==> config.mk <==
export PLATFORM = sky130hd
export DESIGN_NAME = vc_grant_scheduler
export DESIGN_NICKNAME = d
export VERILOG_FILES = /design/src/rtl/vc_grant_scheduler.sv
export SDC_FILE = /design/constraint.sdc
export NUM_CORES = 1
export LEC_CHECK = 0
export CAP_MARGIN = 15
export CORE_AREA = 10 10 80 96
export DETAILED_ROUTE_END_ITERATION = 12
export DIE_AREA = 0 0 90 106
export PLACE_DENSITY = 0.86
export SLEW_MARGIN = 20
export SYNTH_ARGS = -nofsm -noshare
export SYNTH_HDL_FRONTEND = slang
export SYNTH_SLANG_ARGS = --single-unit
==> constraint.sdc <==
create_clock -name clk -period 4.29 [get_ports clk]
set_clock_uncertainty 0.2 [all_clocks]
set_input_delay 0.858 -clock clk [delete_from_list [all_inputs] [get_ports clk]]
set_output_delay 0.858 -clock clk [all_outputs]
set_load 0.02 [all_outputs]
==> src/rtl/vc_grant_scheduler.sv <==
// Packet-locking round-robin grant scheduler for a shared router output stage.
// Holds a grant until the tail flit moves, stalls on back-pressure, and frees an abandoned grant after an idle timeout.
module vc_grant_scheduler #(
  parameter int N       = 5,
  parameter int TIMEOUT = 15,
  parameter int CW      = $clog2(TIMEOUT + 1)
) (
  input  logic         clk,
  input  logic         rst,
  input  logic [N-1:0] req,
  input  logic [N-1:0] tail,
  input  logic         out_stall,
  output logic [N-1:0] grant,
  output logic         xfer,
  output logic         busy,
  output logic         timeout_evt
);

  localparam int PW = (N > 1) ? $clog2(N) : 1;
  localparam logic [CW-1:0] IDLE_LIMIT = CW'(TIMEOUT - 1);

  typedef enum logic {IDLE, HOLD} state_t;

  state_t         state_q, state_d;
  logic [N-1:0]   grant_q, grant_d;
  logic [PW-1:0]  ptr_q, ptr_d;
  logic [CW-1:0]  idle_cnt_q, idle_cnt_d;
  logic           timeout_evt_q, timeout_evt_d;

  logic [PW-1:0]  g_idx;
  logic [PW-1:0]  g_next;
  logic [N-1:0]   others;
  logic           holder_req;
  logic           tail_xfer;

  // First set bit of v, scanning upward from p with wrap to 0.
  function automatic logic [N-1:0] rr_pick(input logic [N-1:0] v, input logic [PW-1:0] p);
    logic [N-1:0]  oh;
    logic          found;
    logic [PW-1:0] idx;
    oh    = '0;
    found = 1'b0;
    for (int i = 0; i < N; i++) begin
      idx = PW'((int'(p) + i) % N);
      if (!found && v[idx]) begin
        oh[idx] = 1'b1;
        found   = 1'b1;
      end
    end
    return oh;
  endfunction

  function automatic logic [PW-1:0] oh_index(input logic [N-1:0] oh);
    logic [PW-1:0] idx;
    idx = '0;
    for (int i = 0; i < N; i++) begin
      if (oh[i]) idx = PW'(i);
    end
    return idx;
  endfunction

  assign g_idx      = oh_index(grant_q);
  assign g_next     = (g_idx == PW'(N - 1)) ? '0 : g_idx + 1'b1;
  assign others     = req & ~grant_q;
  assign holder_req = |(grant_q & req);
  assign xfer       = holder_req & ~out_stall;
  assign tail_xfer  = xfer & |(grant_q & tail);

  always_comb begin
    state_d       = state_q;
    grant_d       = grant_q;
    ptr_d         = ptr_q;
    idle_cnt_d    = idle_cnt_q;
    timeout_evt_d = 1'b0;
    case (state_q)
      IDLE: begin
        if (|req) begin
          grant_d    = rr_pick(req, ptr_q);
          idle_cnt_d = '0;
          state_d    = HOLD;
        end
      end
      HOLD: begin
        if (tail_xfer) begin
          ptr_d      = g_next;
          idle_cnt_d = '0;
          if (|others) begin
            grant_d = rr_pick(others, g_next);
          end else begin
            grant_d = '0;
            state_d = IDLE;
          end
        end else if (!holder_req) begin
          // Holder went quiet; stalled cycles with the holder still requesting never count.
          if (idle_cnt_q == IDLE_LIMIT) begin
            grant_d       = '0;
            ptr_d         = g_next;
            idle_cnt_d    = '0;
            timeout_evt_d = 1'b1;
            state_d       = IDLE;
          end else begin
            idle_cnt_d = idle_cnt_q + 1'b1;
          end
        end else begin
          idle_cnt_d = '0;
        end
      end
      default: begin
        state_d = IDLE;
        grant_d = '0;
      end
    endcase
  end

  always_ff @(posedge clk or posedge rst) begin
    if (rst) begin
      state_q       <= IDLE;
      grant_q       <= '0;
      ptr_q         <= '0;
      idle_cnt_q    <= '0;
      timeout_evt_q <= 1'b0;
    end else begin
      state_q       <= state_d;
      grant_q       <= grant_d;
      ptr_q         <= ptr_d;
      idle_cnt_q    <= idle_cnt_d;
      timeout_evt_q <= timeout_evt_d;
    end
  end

  assign grant       = grant_q;
  assign busy        = (state_q == HOLD);
  assign timeout_evt = timeout_evt_q;

endmodule
==> results.txt <==
The via count came out at 3484. The async set-or-reset flop fraction in the synthesized netlist is 1.00. sky130_fd_sc_hd__dfrtp_1 takes more of the synthesized area than any other cell. The final-layout setup total negative slack is 0 ps.

Using the TritonRoute via totals, the vias-per-cell ratio works out to 6.77. The highest achievable clock rate is 0.240 GHz. For this run the aggregate overflow at the end of global routing stands at 0. The post-layout minimum cycle time is 4170 ps.

The area inside the core boundary is a little under 6000 um^2. The flow ran to the end, and the final reports show no timing, DRC or antenna violations. The maximum clock path buffer count came out at 2. Dividing the detail-routed wire length by the instance count gives 18.2 um. The number of nets handed over by synthesis was 455. The horizontal extent of the die is 90 um. From bottom edge to top edge, the die measures 106 um. The initial utilization of the core area, before any placement, comes to 0.529. After detailed routing, the number of remaining DRC violations is 0.

The final worst-path cycle share is 0.973. The number of nets at the end of the flow came out at 471. The required time of the critical path came out at 4270 ps. The fill cell instance count of the final layout is 520. The total global routing track utilization came out at 0.179. Pin placement for this block handled 21 I/O pins. Summing all placed instances gives a cell area of 3410 um^2.

The detailed router finished its first iteration with 412 violations. Entering global routing, the biggest net connects 34 pins. Data on the critical path arrives at its endpoint at 4160 ps. Clock-pin slew was measured on the worst setup and hold paths at 70 ps. TritonCTS built the clock tree. The netlist area before placement is a little over 3000 um^2. The count of max-cap constraint violations came out at 0.

The clock sink total came out at 14. The total CTS buffers came out at 3. Synthesis produced 418 cells. The highest net fanout along the worst path is 8.

The insertion delay to the later sink of the worst-skew pair came out at 260 ps. STA classifies the critical path endpoint as a flip-flop. The count of pins over their slew limit is 0. The setup path with the least slack is of type flip-flop to flip-flop. The final design instance area without fill came out at 3530 um^2.

The cell row count came out at 31. The multi-input logic area is 2580 um^2. The number of antenna cells inserted is 0. The antenna violation net count after detailed routing is 0. The initial antenna violation count came to 0.

The via count of the first global-routing pass was 3193. In this run, distinct cell masters in the synthesized netlist total 80. The pre-CTS setup slack came out at 72.2 ps.

Setup violations remaining at the end of the flow were counted as 0. The number of warnings reported in the yosys synthesis log came out at 0. The startpoint type of the worst setup path is a flip-flop. The wire-length estimate of the detail-placed layout is 6960 um. The number of flops mapped to enable cells by yosys came out at 0. The number of synthesized register bits is 14. The worst slew slack as a fraction of its limit came out at 0.570.

Across all hold checks on the routed design, the worst slack comes to ~300 ps. Setup slack on the critical path of the routed design comes to 117 ps. The cell sitting at the root of the clock tree is a sky130_fd_sc_hd__clkbuf_8.

The iteration count of the initial detailed-routing pass is 7. Routability-driven placement finished with a final weighted congestion of 1.06. The number of failing hold endpoints at the final stage came out at 0. The die covers 9540 um^2. CTS built an H-tree with a depth of 1.

The growth of design area from synthesis to finish is 14.0%. The register cell area after layout came out at 352 um^2. The global-route wire length before repair came out at 15000 um. In the synthesized netlist the dominant register cell turns out to be sky130_fd_sc_hd__dfrtp_1. The number of buffers inserted for hold repair after clock tree synthesis is 0. For this run, the register share of the synthesized area comes to 0.113.

The fraction of layout instances using a drive strength above 1 is 0.159. The per-instance average area after synthesis is 7.41 um^2. The overall routed net length is 9370 um. The path class of the tightest hold or removal check is flip-flop to flip-flop. The fraction of post-synthesis cell area in the top cell type by area came out at 0.113. The count of buffers from port buffering came out at 20. The actual slew at the worst max-slew pin is 645 ps.

After synthesis, the cell types taking the most area are sky130_fd_sc_hd__dfrtp_1, sky130_fd_sc_hd__ha_1, sky130_fd_sc_hd__mux2i_1, sky130_fd_sc_hd__o21ai_0, sky130_fd_sc_hd__a21oi_1.
-- Yosys cell counts, drive strengths merged, types with 4 or more instances --
| library cell | n |
|---|---|
| dfrtp | 14 |
| a211o | 4 |
| a21oi | 24 |
| o22ai | 10 |
| nor2b | 11 |
| mux2 | 7 |
| a31oi | 12 |
| clkbuf | 18 |
| nand3 | 16 |
| ha | 24 |
| a21o | 6 |
| mux2i | 15 |
| o31ai | 6 |
| or2 | 4 |
| inv | 21 |
| xnor2 | 6 |
| nand2 | 31 |
| a211oi | 5 |
| and3 | 4 |
| buf | 13 |
| o211ai | 8 |
| or3 | 4 |
| nor3 | 21 |
| o21ai | 25 |
| nand2b | 14 |
| nor2 | 30 |
-- layer usage --
metal	share of wire	global-route usage
met2	0.48	0.311
met4	0.044	0.0911
met3	0.076	0.0127
met1	0.40	0.218
met5	0	0
-- path summary, 6_finish.rpt --
kind / from / to / slack [ps] / cells after the start
setup / recovery: ptr_q[0]$_DFFE_PP0P_ / grant[2]$_DFFE_PP0P_ / 120 / 18
hold / removal: idle_cnt_q[3]$_DFFE_PP0P_ / idle_cnt_q[3]$_DFFE_PP0P_ / 310 / 1
setup reg to reg: ptr_q[0]$_DFFE_PP0P_ / grant[2]$_DFFE_PP0P_ / 120 / 18
hold reg to reg: idle_cnt_q[3]$_DFFE_PP0P_ / idle_cnt_q[3]$_DFFE_PP0P_ / 310 / 1
max in group asynchronous: rst / ptr_q[0]$_DFFE_PP0P_ / 2750 / 2
min in group asynchronous: rst / grant[0]$_DFFE_PP0P_ / 750 / 2
-- through the flow --
stage	util	instances
global placement	0.583	509
global route	0.603	515
finish	0.603	515
CTS	0.592	513
floorplan	-	418
detailed placement	0.583	509
-- flip-flops by register name, indices dropped and copies added (netlist names) --
register,flops
grant,5
busy,1
idle_cnt_q,4
timeout_evt,1
ptr_q,3
-- area by class of cell --
cell class | instances | share of cell area
Multi-Input combinational cell | 352 | 0.729
Timing Repair Buffer | 42 | 0.103
Sequential cell | 14 | 0.0995
Tap cell | 82 | 0.0290
Inverter | 21 | 0.0230
Clock buffer | 4 | 0.0156
-- what timing repair did --
action                                  CTS  global route
endpoints found under the setup margin    0             5
setup buffers                             0             2
resized for setup                         0            12
-- cells by family (layout without fill, tap and decap cells) --
family	count (synthesis)	after routing	synth area share
simple gates	154	154	0.260
compound gates	141	141	0.321
buf+inv	52	67	0.0808
mux	25	25	0.0969
fa+ha+maj	24	24	0.0969
flops	14	14	0.113
xor+xnor	8	8	0.0311
-- worst max-delay path, stage by stage, from the launching register on --
cell and delay, ps:
sky130_fd_sc_hd__dfrtp_2 430, sky130_fd_sc_hd__inv_4 70, sky130_fd_sc_hd__ha_4 160, sky130_fd_sc_hd__inv_1 110
sky130_fd_sc_hd__ha_4 320, sky130_fd_sc_hd__inv_1 60, sky130_fd_sc_hd__ha_1 220, sky130_fd_sc_hd__nor3_4 240
sky130_fd_sc_hd__nor3_1 100, sky130_fd_sc_hd__or2_4 310, sky130_fd_sc_hd__ha_1 220, sky130_fd_sc_hd__nor2b_1 170
sky130_fd_sc_hd__o2bb2ai_4 250, sky130_fd_sc_hd__a211o_1 190, sky130_fd_sc_hd__a21oi_2 90, sky130_fd_sc_hd__nor3_2 410
sky130_fd_sc_hd__a211oi_1 150, sky130_fd_sc_hd__a211o_1 280, sky130_fd_sc_hd__a21oi_1 120
-- placed cells by master, fill, tap and decap left out, types with 6 or more instances in the layout --
| master | count |
|---|---|
| sky130_fd_sc_hd__nor2b_1 | 11 |
| sky130_fd_sc_hd__nor2_1 | 29 |
| sky130_fd_sc_hd__clkdlybuf4s50_1 | 20 |
| sky130_fd_sc_hd__nor3_1 | 18 |
| sky130_fd_sc_hd__nand3_1 | 16 |
| sky130_fd_sc_hd__a21o_1 | 6 |
| sky130_fd_sc_hd__a31oi_1 | 12 |
| sky130_fd_sc_hd__buf_4 | 22 |
| sky130_fd_sc_hd__nand2b_1 | 14 |
| sky130_fd_sc_hd__nand2_1 | 30 |
| sky130_fd_sc_hd__mux2_2 | 7 |
| sky130_fd_sc_hd__o22ai_1 | 10 |
| sky130_fd_sc_hd__mux2i_1 | 13 |
| sky130_fd_sc_hd__a21oi_1 | 21 |
| sky130_fd_sc_hd__inv_1 | 19 |
| sky130_fd_sc_hd__ha_1 | 20 |
| sky130_fd_sc_hd__dfrtp_1 | 13 |
| sky130_fd_sc_hd__o21ai_0 | 24 |
| sky130_fd_sc_hd__o211ai_1 | 8 |
Power is left out: the tool's default activity adds up to more than one toggle a clock period on the data nets, which glitch-free logic cannot reach.
